$ cat config.mk
export PLATFORM = sky130hd
export DESIGN_NAME = key_voice_allocator
export DESIGN_NICKNAME = d
export VERILOG_FILES = /design/src/rtl/key_voice_pkg.sv /design/src/rtl/key_event_arbiter.sv /design/src/rtl/key_voice_allocator.sv
export SDC_FILE = /design/constraint.sdc
export NUM_CORES = 1
export LEC_CHECK = 0
export ABC_CLOCK_PERIOD_IN_PS = 9000
export BUFFER_PORTS_ARGS = -buffer_cell sky130_fd_sc_hd__buf_2
export CAP_MARGIN = 20
export CORE_ASPECT_RATIO = 0.6
export CORE_MARGIN = 4
export CORE_UTILIZATION = 45
export DETAILED_ROUTE_END_ITERATION = 8
export PLACE_DENSITY = 0.69
export SETUP_SLACK_MARGIN = 0.15
export SYNTH_ARGS = -nofsm -noshare
export SYNTH_HDL_FRONTEND = slang
export SYNTH_SLANG_ARGS = --single-unit
$ cat constraint.sdc
create_clock -name i_clk -period 9 [get_ports i_clk]
set_input_delay 1.8 -clock i_clk [delete_from_list [all_inputs] [get_ports i_clk]]
set_output_delay 1.8 -clock i_clk [all_outputs]
set_load 0.02 [all_outputs]
$ cat src/rtl/key_voice_pkg.sv
// Shared definitions for the key voice allocator.
// Contents: key/note sizing constants, the per-voice state record, the
// allocator FSM state type and a one-hot helper for clearing pending bits.
package key_voice_pkg;

  localparam int NUM_KEYS    = 32;
  localparam int NOTE_W      = 5;
  localparam int SUSTAIN_BIT = 32;

  // The age field is sized for the widest supported counter (AGE_W up to 16).
  // A narrower AGE_W saturates below this width, so the upper bits stay zero.
  localparam int AGE_MAX_W   = 16;

  typedef struct packed {
    logic                 gate;
    logic                 sustained;
    logic [NOTE_W-1:0]    note;
    logic [AGE_MAX_W-1:0] age;
  } voice_t;

  typedef enum logic {
    IDLE  = 1'b0,
    SERVE = 1'b1
  } state_e;

  function automatic logic [NUM_KEYS-1:0] key_onehot(input logic [NOTE_W-1:0] idx);
    return NUM_KEYS'(1) << idx;
  endfunction

endpackage

$ cat src/rtl/key_event_arbiter.sv
// Lowest-set-bit priority encoder over the 32 key event bits.
// Ports:
//   i_req   : pending event mask, one bit per note key
//   o_valid : any bit of i_req set
//   o_idx   : index of the lowest set bit (0 when o_valid is low)
module key_event_arbiter
  import key_voice_pkg::*;
(
  input  logic [NUM_KEYS-1:0] i_req,
  output logic                o_valid,
  output logic [NOTE_W-1:0]   o_idx
);

  always_comb begin
    o_valid = |i_req;
    o_idx   = '0;
    // Scan downward so the last hit, the lowest index, wins.
    for (int i = NUM_KEYS - 1; i >= 0; i--) begin
      if (i_req[i]) begin
        o_idx = NOTE_W'(i);
      end
    end
  end

endmodule

$ cat src/rtl/key_voice_allocator.sv
// Polyphonic voice allocator. Captures press/release edges of the 32 note
// keys, queues them in pending masks and services one event per cycle,
// assigning pressed notes to a voice pool and stealing the oldest voice when
// the pool is full. The sustain pedal (key bit 32) holds released voices
// until it is lifted.
// Ports:
//   i_clk         : system clock
//   i_rst         : synchronous active-high reset
//   i_key         : key bitmap, [31:0] note keys, [32] sustain pedal
//   o_voice_gate  : per-voice gate (held or sustained)
//   o_voice_note  : per-voice 5-bit note, voice v at [5v+4:5v]
//   o_voice_onset : one-cycle strobe when a voice is (re)assigned
//   o_busy        : high while any press/release event is pending
module key_voice_allocator
  import key_voice_pkg::*;
#(
  parameter int NUM_VOICES = 4,
  parameter int AGE_W      = 8
) (
  input  logic                         i_clk,
  input  logic                         i_rst,
  input  logic [NUM_KEYS:0]            i_key,
  output logic [NUM_VOICES-1:0]        o_voice_gate,
  output logic [NUM_VOICES*NOTE_W-1:0] o_voice_note,
  output logic [NUM_VOICES-1:0]        o_voice_onset,
  output logic                         o_busy
);

  localparam int VIDX_W = (NUM_VOICES > 1) ? $clog2(NUM_VOICES) : 1;
  localparam logic [AGE_MAX_W-1:0] AGE_SAT = AGE_MAX_W'((32'd1 << AGE_W) - 32'd1);

  logic [NUM_KEYS:0]     key_q, key_d;
  logic [NUM_KEYS-1:0]   pend_press_q, pend_press_d;
  logic [NUM_KEYS-1:0]   pend_rel_q, pend_rel_d;
  voice_t                voices_q [NUM_VOICES];
  voice_t                voices_d [NUM_VOICES];
  logic [NUM_VOICES-1:0] onset_q, onset_d;
  state_e                state_q, state_d;

  logic                  rel_vld, press_vld;
  logic [NOTE_W-1:0]     rel_idx, press_idx;

  logic                  rel_hit, match_hit, free_hit;
  logic [VIDX_W-1:0]     rel_v, match_v, free_v, old_v, tgt_v;
  logic [AGE_MAX_W-1:0]  old_age;

  logic                  sus_fall;
  logic [NUM_KEYS-1:0]   press_edge, rel_edge, press_clr, rel_clr;

  key_event_arbiter u_rel_arb (
    .i_req   (pend_rel_q),
    .o_valid (rel_vld),
    .o_idx   (rel_idx)
  );

  key_event_arbiter u_press_arb (
    .i_req   (pend_press_q),
    .o_valid (press_vld),
    .o_idx   (press_idx)
  );

  // Voice lookups: the unsustained voice to release, a gated voice already
  // holding the pressed note, the lowest free voice, and the oldest voice.
  always_comb begin
    rel_hit   = 1'b0;
    rel_v     = '0;
    match_hit = 1'b0;
    match_v   = '0;
    free_hit  = 1'b0;
    free_v    = '0;
    for (int v = NUM_VOICES - 1; v >= 0; v--) begin
      if (voices_q[v].gate && !voices_q[v].sustained && voices_q[v].note == rel_idx) begin
        rel_hit = 1'b1;
        rel_v   = VIDX_W'(v);
      end
      if (voices_q[v].gate && voices_q[v].note == press_idx) begin
        match_hit = 1'b1;
        match_v   = VIDX_W'(v);
      end
      if (!voices_q[v].gate) begin
        free_hit = 1'b1;
        free_v   = VIDX_W'(v);
      end
    end

    // Strict compare keeps the lowest index on equal ages.
    old_v   = '0;
    old_age = voices_q[0].age;
    for (int v = 1; v < NUM_VOICES; v++) begin
      if (voices_q[v].age > old_age) begin
        old_v   = VIDX_W'(v);
        old_age = voices_q[v].age;
      end
    end

    if (match_hit) begin
      tgt_v = match_v;
    end else if (free_hit) begin
      tgt_v = free_v;
    end else begin
      tgt_v = old_v;
    end
  end

  // Event service and pending-mask update.
  always_comb begin
    key_d     = i_key;
    voices_d  = voices_q;
    onset_d   = '0;
    press_clr = '0;
    rel_clr   = '0;
    sus_fall  = key_q[SUSTAIN_BIT] & ~i_key[SUSTAIN_BIT];

    if (sus_fall) begin
      // Pedal lifted: drop every sustained voice; event service waits a cycle.
      for (int v = 0; v < NUM_VOICES; v++) begin
        if (voices_q[v].sustained) begin
          voices_d[v].gate      = 1'b0;
          voices_d[v].sustained = 1'b0;
        end
      end
    end else if (rel_vld) begin
      rel_clr = key_onehot(rel_idx);
      if (rel_hit) begin
        if (i_key[SUSTAIN_BIT]) begin
          voices_d[rel_v].sustained = 1'b1;
        end else begin
          voices_d[rel_v].gate = 1'b0;
        end
      end
    end else if (press_vld) begin
      press_clr = key_onehot(press_idx);
      for (int v = 0; v < NUM_VOICES; v++) begin
        if (voices_q[v].gate && VIDX_W'(v) != tgt_v && voices_q[v].age != AGE_SAT) begin
          voices_d[v].age = voices_q[v].age + 1'b1;
        end
      end
      voices_d[tgt_v].gate      = 1'b1;
      voices_d[tgt_v].sustained = 1'b0;
      voices_d[tgt_v].note      = press_idx;
      voices_d[tgt_v].age       = '0;
      onset_d[tgt_v]            = 1'b1;
    end

    press_edge = i_key[NUM_KEYS-1:0] & ~key_q[NUM_KEYS-1:0];
    rel_edge   = ~i_key[NUM_KEYS-1:0] & key_q[NUM_KEYS-1:0];
    // A pending press whose key is no longer held is discarded.
    pend_press_d = ((pend_press_q & ~press_clr) | press_edge) & i_key[NUM_KEYS-1:0];
    pend_rel_d   = (pend_rel_q & ~rel_clr) | rel_edge;
  end

  always_comb begin
    state_d = IDLE;
    if ((pend_press_d | pend_rel_d) != '0) begin
      state_d = SERVE;
    end
  end

  always_ff @(posedge i_clk) begin
    if (i_rst) begin
      key_q        <= '0;
      pend_press_q <= '0;
      pend_rel_q   <= '0;
      onset_q      <= '0;
      state_q      <= IDLE;
      for (int v = 0; v < NUM_VOICES; v++) begin
        voices_q[v] <= '0;
      end
    end else begin
      key_q        <= key_d;
      pend_press_q <= pend_press_d;
      pend_rel_q   <= pend_rel_d;
      onset_q      <= onset_d;
      state_q      <= state_d;
      for (int v = 0; v < NUM_VOICES; v++) begin
        voices_q[v] <= voices_d[v];
      end
    end
  end

  for (genvar g = 0; g < NUM_VOICES; g++) begin : g_out
    assign o_voice_gate[g]                   = voices_q[g].gate;
    assign o_voice_note[g*NOTE_W +: NOTE_W]  = voices_q[g].note;
  end

  assign o_voice_onset = onset_q;
  assign o_busy        = (state_q == SERVE);

endmodule
Yosys cells after proc, flatten, opt, wreduce, memory -nomap -nowiden
Cells that the tools add are included.
W data, S select, Z words.
{"block": "classes", "add_sub_neg": 4, "order_cmp": 9, "eq_ne": 21, "n_shift": 2, "n_mux": 149, "bitwise_logic": 18, "reduce_logical": 40}
{"operator": "$bwmux W92", "count": 6}
{"operator": "$mux W92", "count": 4}
{"operator": "$mux W5", "count": 64}
{"operator": "$mux W16", "count": 19}
{"operator": "$demux W23 S2", "count": 6}
{"operator": "$and A32 B32 Y32", "count": 5}
{"operator": "$mux W32", "count": 5}
{"operator": "$not A32 Y32", "count": 4}
{"operator": "$or A32 B32 Y32", "count": 3}
{"operator": "$add A16 B1 Y16 const B", "count": 4}
{"operator": "$ne A16 B8 Y1 const B", "count": 4}
{"operator": "$reduce_or A32 Y1", "count": 2}
{"operator": "$shl A1 B5 Y32 const A", "count": 2}
{"operator": "$gt A16 B16 Y1", "count": 3}
{"operator": "$mux W2", "count": 24}
{"operator": "$mux W23", "count": 2}
{"operator": "$mux W22", "count": 2}
{"operator": "$eq A5 B5 Y1", "count": 8}
{"operator": "$reduce_or A35 Y1", "count": 1}
{"operator": "$reduce_bool A32 Y1", "count": 1}
{"operator": "$logic_and A1 B1 Y1", "count": 23}
{"operator": "$mux W21", "count": 1}
{"operator": "$mux W1", "count": 15}
{"operator": "$reduce_and A3 Y1", "count": 5}
{"operator": "17 further kinds", "count": 30}
{"block": "word_totals", "reg_bits": 194, "in_bits": 35, "output_inout_bits": 29}

Logic depth before layout (Yosys ltp)
{"block": "depth", "depth_word": 53, "depth_mapped": 31}

Cells and area by module
From an unflattened synthesis, not the netlist that was laid out.
{"block": "hier_totals", "hier_cells": 1503, "area_unflattened_um2": 11832.6}
{"mod": "key_voice_allocator", "n_inst": 1, "cells_each": 1373, "area_each_um2": 11061.9, "seq_area_each_um2": 3883.7}
{"mod": "key_event_arbiter", "n_inst": 2, "cells_each": 65, "area_each_um2": 385.4, "seq_area_each_um2": 0.0}

Worst setup path after synthesis
Ideal clock, no wire load.
{"block": "synth_path", "path_kind": "register -> register", "start": "reg voices_q[80] in the netlist's numbering", "end": "reg voices_q[34] in the netlist's numbering", "setup_time_ps": 134, "arrival_time_ps": 6406, "required_time_ps": 8866, "path_slack_ps": 2460, "stages_incl_launch_ff": 27, "period_less_slack_ps": 6540, "cell_sequence": "dfxtp_1 inv_1 ha_1 nand4_1 a211o_1 a31oi_1 o31a_1 clkbuf_1 a21oi_1 ha_1 nor2b_1 o211a_1 o221ai_1 a32oi_1 clkbuf_1 mux2_2 ha_1 nand4_1 nor4_1 a31oi_1 o22a_1 o221ai_1 a21boi_0 a31oi_2 nor3_4 nor3_1 or4_1"}
{"block": "synth_via", "elab_chain_len": 21, "word_cells_on_any_way": 32}
{"element": "from (decl)", "line": "key_voice_allocator.sv:35", "source": "voice_t voices_q [NUM_VOICES];"}
{"element": "from (signal, indexed assignment)", "line": "key_voice_allocator.sv:176", "source": "voices_q[v] <= voices_d[v];"}
{"element": "$gt A16 B16 Y1", "line": "key_voice_allocator.sv:90", "source": "if (voices_q[v].age > old_age) begin"}
{"element": "$mux W16", "line": "key_voice_allocator.sv:90"}
{"element": "$gt A16 B16 Y1", "line": "key_voice_allocator.sv:90"}
{"element": "$mux W16", "line": "key_voice_allocator.sv:90"}
{"element": "$gt A16 B16 Y1", "line": "key_voice_allocator.sv:90"}
{"element": "$mux W2 *", "line": "key_voice_allocator.sv:90"}
{"element": "$mux W2 *", "line": "key_voice_allocator.sv:98", "source": "end else if (free_hit) begin"}
{"element": "$mux W2 *", "line": "key_voice_allocator.sv:96", "source": "if (match_hit) begin"}
{"element": "(+5 left out)"}
{"element": "$mux W16", "line": "key_voice_allocator.sv:122", "source": "end else if (rel_vld) begin"}
{"element": "$mux W16", "line": "key_voice_allocator.sv:114", "source": "if (sus_fall) begin"}
{"element": "$bwmux W92", "line": "key_voice_allocator.sv:138", "source": "voices_d[tgt_v].gate = 1'b1;"}
{"element": "$bwmux W92", "line": "key_voice_allocator.sv:139", "source": "voices_d[tgt_v].sustained = 1'b0;"}
{"element": "$bwmux W92", "line": "key_voice_allocator.sv:140", "source": "voices_d[tgt_v].note = press_idx;"}
{"element": "$bwmux W92 *", "line": "key_voice_allocator.sv:141", "source": "voices_d[tgt_v].age = '0;"}
{"element": "$mux W92 *", "line": "key_voice_allocator.sv:131", "source": "end else if (press_vld) begin"}
{"element": "$mux W92 *", "line": "key_voice_allocator.sv:122"}
Every way passes the cells marked *; elsewhere a longest branch is shown, timed or not. The select of a mux whose other input is x is not followed.
A chain may end at the register's enable or synchronous reset.

Final worst setup path
Same ends and word-level chain as after synthesis.

==> results.md <==
| Parameter | Value | Unit |
|---|---|---|
| Kind of capture point of the worst setup path | flop | - |
| Count of routing violations after the opening detailed-route iteration | 1,636 | - |
| Hold-fix buffer count after cts | 0 | - |
| Slew @ Worst Pin | 1.09 | ns |
| Prevailing post-synth register cell | sky130_fd_sc_hd__dfxtp_1 | - |
| Critical Path AT | 8.43 | ns |
| Placed cell count | 1,890 | - |
| Pre-antenna DRT Iters | 9 | - |
| Failing checks | DRC | - |
| Post-detail-place hpwl | 32.1 | mm |
| Most numerous cell on the critical path | sky130_fd_sc_hd__ha_1 | - |
| Post-Layout Inst Area | 13,200 | um2 |
| RePlAce Congestion | 0.999 | - |
| Fraction of final layout cells with drive strength greater than 1 | 0.0928 | - |
| Via count normalized by instance count | 6.27 | - |
| Maxcap violations | 0 | - |
| Global-route wire length before repair | 63.9 | mm |
| CTS tree | yes | - |
| LEAKAGE | 5.13 | nW |
| Post-synthesis cell area | 12,200 | um2 |
| Pin count of the biggest net entering global routing | 88 | - |
| Number of enable-type register cells in the synthesized netlist | 0 | - |
| Power, Total | 2.35 | mW |
| Total routing usage reported by global routing | 0.279 | - |
| PortBufs | 63 | - |
| Required time of the worst setup path | 9.33 | ns |
| Hold Path Class | flop to flop | - |
| CP peak stage delay | 0.82 | ns |
| Final cell count without fillers | 1,923 | - |
| Area growth, synth to finish | 8.37 | % |
| Setup repair after global routing missed its margin | no | - |
| Total wire length after detailed routing | 41.8 | mm |
| Vias after detailed routing | 12,066 | - |
| Critical Path Source Type | flop | - |
| Vias in the first global route | 11,001 | - |
| Cells after synthesis | 1,543 | - |
| Crit path kind | flop to flop | - |
| Sequential element share of the synthesized area | 0.318 | - |
| Std-Cell Rows | 46 | - |
| Cell family with the largest share of critical-path delay | compound AO/OA/AOI/OAI gates | - |
| Asr flop ratio synth | 0 | - |
| Clock period minus worst slack | 8.10 | ns |
| Status | finished, violations left | - |
| Post-CTS sizing | 0 | - |
| Synthesized Nets | 1,630 | - |
| Fin worst setup slack | 0.901 | ns |
| Max-slew headroom | 0.270 | - |
| Overall die width | 221 | um |
| Area enclosed by the die boundary | 29,900 | um2 |
| Mean area per synthesized cell | 7.92 | um2 |
| Count of antenna-violating nets left after detailed routing | 0 | - |
| Top fanout value on the critical path | 17 | - |
| Placed inst area | 12,600 | um2 |
| Number of distinct library cell variants in the gate-level netlist after synthesis | 85 | - |
| Height of the die | 136 | um |
| Maximum ir drop on the vdd rail | 0.108 | mV |
| Share of the clock period used by the worst path after layout | 0.900 | - |
| Slowest cell on the critical path | sky130_fd_sc_hd__a32oi_1 | - |
| Final setup vio count | 0 | - |
| Post-CTS Setup Inserts | 0 | - |
| Area used by sequential logic in the layout | 3880 | um2 |
| Maximum count of clock buffers along a single path | 2 | - |
| Clk Latency, worst-skew pair | 0.46 | ns |
| Initial standard-cell utilization of the core | 0.459 | - |
| Ratio of total power to cell area | 178 | nW/um2 |
| Layout filler cell count | 2,572 | - |
| Area of combinational cells with multiple inputs | 7620 | um2 |
| Drc violations | 2 | - |
| Worst-case clock skew | 0.0113 | ns |
| Root Driver | sky130_fd_sc_hd__clkbuf_16 | - |
| Yosys warnings | 0 | - |
| Clock transition at the registers of the reported paths | 0.08 | ns |
| Setup TNS | 0 | ns |
| Final #Nets | 1,636 | - |
| Number of antenna violations at the first check in global routing | 2 | - |
| Crit path buf inv count | 3 | - |
| Floorplan Core Area | 26,600 | um2 |
| Final count of pins violating max slew | 0 | - |
| Remaining global-route overflow | 0 | - |
| Top-level port count | 64 | - |
| Hold Violations, Final | 0 | - |
| Number of buffers created by CTS | 17 | - |
| Synth Register Bits | 194 | - |
| H-tree level count | 4 | - |
| FMAX | 123 | MHz |
| Worst slack at placement | 1.03 | ns |
| Wirelength per Cell | 21.7 | um |
| Clock sinks | 194 | - |
[cells by family after synthesis]
family	Yosys count	synth area share
buf+inv	154	0.0581
mux	36	0.0313
flops	194	0.318
xor+xnor	31	0.0222
fa+ha+maj	52	0.0533
compound gates	385	0.214
simple gates	691	0.303
[layout make-up]
cell class / instances / area share
multi-input cells: 1195 / 0.576
well taps: 360 / 0.0340
repair buffers: 75 / 0.0308
clock buffers: 19 / 0.0327
clock inverters: 13 / 0.0144
inverters: 66 / 0.0187
diodes: 1 / 0.000189
flip-flops and latches: 194 / 0.293
[flip-flops by register name (all words and copies together) (netlist names)]
name and flops:
voices_q 68, key_q 33, pend_press_q 32, pend_rel_q 32, o_voice_note 20, o_voice_gate 4
o_voice_onset 4, o_busy 1
[Yosys cell counts (all sizes together) (7+ instances only)]
master	count	share of area
xnor2	25	0.018
a21boi	12	0.0074
and2	41	0.021
nand2b	52	0.027
nand2	129	0.040
nor3b	12	0.0074
ha	52	0.053
a211oi	22	0.014
nor2	112	0.034
nand4	30	0.015
clkbuf	46	0.014
a21oi	96	0.040
nor4	40	0.022
or3	11	0.0056
o31ai	28	0.017
inv	66	0.020
or4	24	0.015
dfxtp	194	0.32
and3	43	0.022
a22oi	10	0.0061
nor3	42	0.019
nand3	74	0.030
nor2b	58	0.030
o211ai	10	0.0066
buf	42	0.024
a31oi	40	0.021
o21ai	61	0.025
a21o	25	0.015
o21a	7	0.0049
mux2	18	0.017
a22o	8	0.0057
mux2i	18	0.015
[worst reg2reg max path, delay by kind of cell (launching register included)]
kind	cells	cell delay (ns)
buffers and inverters	3	0.71
adder cells (fa/ha/maj)	3	0.92
flip-flops	1	0.40
AND/OR/NAND/NOR	7	1.57
AO/OA/AOI/OAI	13	4.01
multiplexers	1	0.37
[metal layers]
| metal | wire (um) | share of wire | vias up | GRT usage |
|---|---|---|---|---|
| li1 | - | - | 5673 | - |
| met4 | 410 | 0.0098 | 4 | 0.0506 |
| met2 | 14500 | 0.35 | 695 | 0.335 |
| met5 | 83 | 0.0020 | - | 0.0167 |
| met3 | 6540 | 0.16 | 41 | 0.139 |
| met1 | 20300 | 0.48 | 5653 | 0.431 |
[cells in the final DEF (no fill, tap or decap), types with 5 or more instances in the layout]
| master | instances |
|---|---|
| sky130_fd_sc_hd__clkbuf_16 | 17 |
| sky130_fd_sc_hd__a21oi_1 | 95 |
| sky130_fd_sc_hd__and2_1 | 38 |
| sky130_fd_sc_hd__nand3_1 | 74 |
| sky130_fd_sc_hd__nor4_1 | 39 |
| sky130_fd_sc_hd__buf_2 | 62 |
| sky130_fd_sc_hd__mux2_2 | 18 |
| sky130_fd_sc_hd__nand2_1 | 129 |
| sky130_fd_sc_hd__and4_1 | 6 |
| sky130_fd_sc_hd__buf_4 | 13 |
| sky130_fd_sc_hd__o211ai_1 | 9 |
| sky130_fd_sc_hd__xnor2_1 | 25 |
| sky130_fd_sc_hd__a22o_1 | 8 |
| sky130_fd_sc_hd__nand3b_1 | 6 |
| sky130_fd_sc_hd__nor3b_1 | 12 |
| sky130_fd_sc_hd__nor2b_1 | 58 |
| sky130_fd_sc_hd__and3_1 | 43 |
| sky130_fd_sc_hd__nand4_1 | 30 |
| sky130_fd_sc_hd__a21o_1 | 25 |
| sky130_fd_sc_hd__or3_1 | 11 |
| sky130_fd_sc_hd__nand2b_1 | 51 |
| sky130_fd_sc_hd__or4_1 | 23 |
| sky130_fd_sc_hd__o21a_1 | 6 |
| sky130_fd_sc_hd__ha_1 | 52 |
| sky130_fd_sc_hd__a21boi_0 | 12 |
| sky130_fd_sc_hd__o31ai_1 | 28 |
| sky130_fd_sc_hd__a31oi_1 | 39 |
| sky130_fd_sc_hd__nor3_1 | 40 |
| sky130_fd_sc_hd__o2111ai_1 | 5 |
| sky130_fd_sc_hd__dfxtp_1 | 194 |
| sky130_fd_sc_hd__nor2_1 | 112 |
| sky130_fd_sc_hd__a22oi_1 | 10 |
| sky130_fd_sc_hd__xor2_1 | 6 |
| sky130_fd_sc_hd__a211oi_1 | 22 |
| sky130_fd_sc_hd__o21ai_0 | 58 |
| sky130_fd_sc_hd__mux2i_1 | 18 |
| sky130_fd_sc_hd__inv_1 | 66 |
[through the flow]
step                      utilization  hold WS, ns
after detailed placement        0.474        0.455
after global routing            0.498        0.506
after CTS                       0.498        0.474
after floorplan                     -        0.426
after global placement          0.474        0.449
final                           0.498        0.478
[report_power, final]
group          total, mW  switching (mW)  internal [mW]
Sequential         0.945          0.0526          0.892
Clock              0.823           0.374          0.449
Combinational      0.585           0.371          0.214
[final timing paths]
kind	from	end	slack (ns)	cells after the start
worst max-delay path	voices_q[80]	voices_q[34]	0.90	27
worst min register to register	key_q[28]	pend_press_q[28]	0.48	1
worst min-delay path	key_q[28]	pend_press_q[28]	0.48	1
worst max register to register	voices_q[80]	voices_q[34]	0.90	27
No activity file was read; power rests on OpenSTA's default activity.
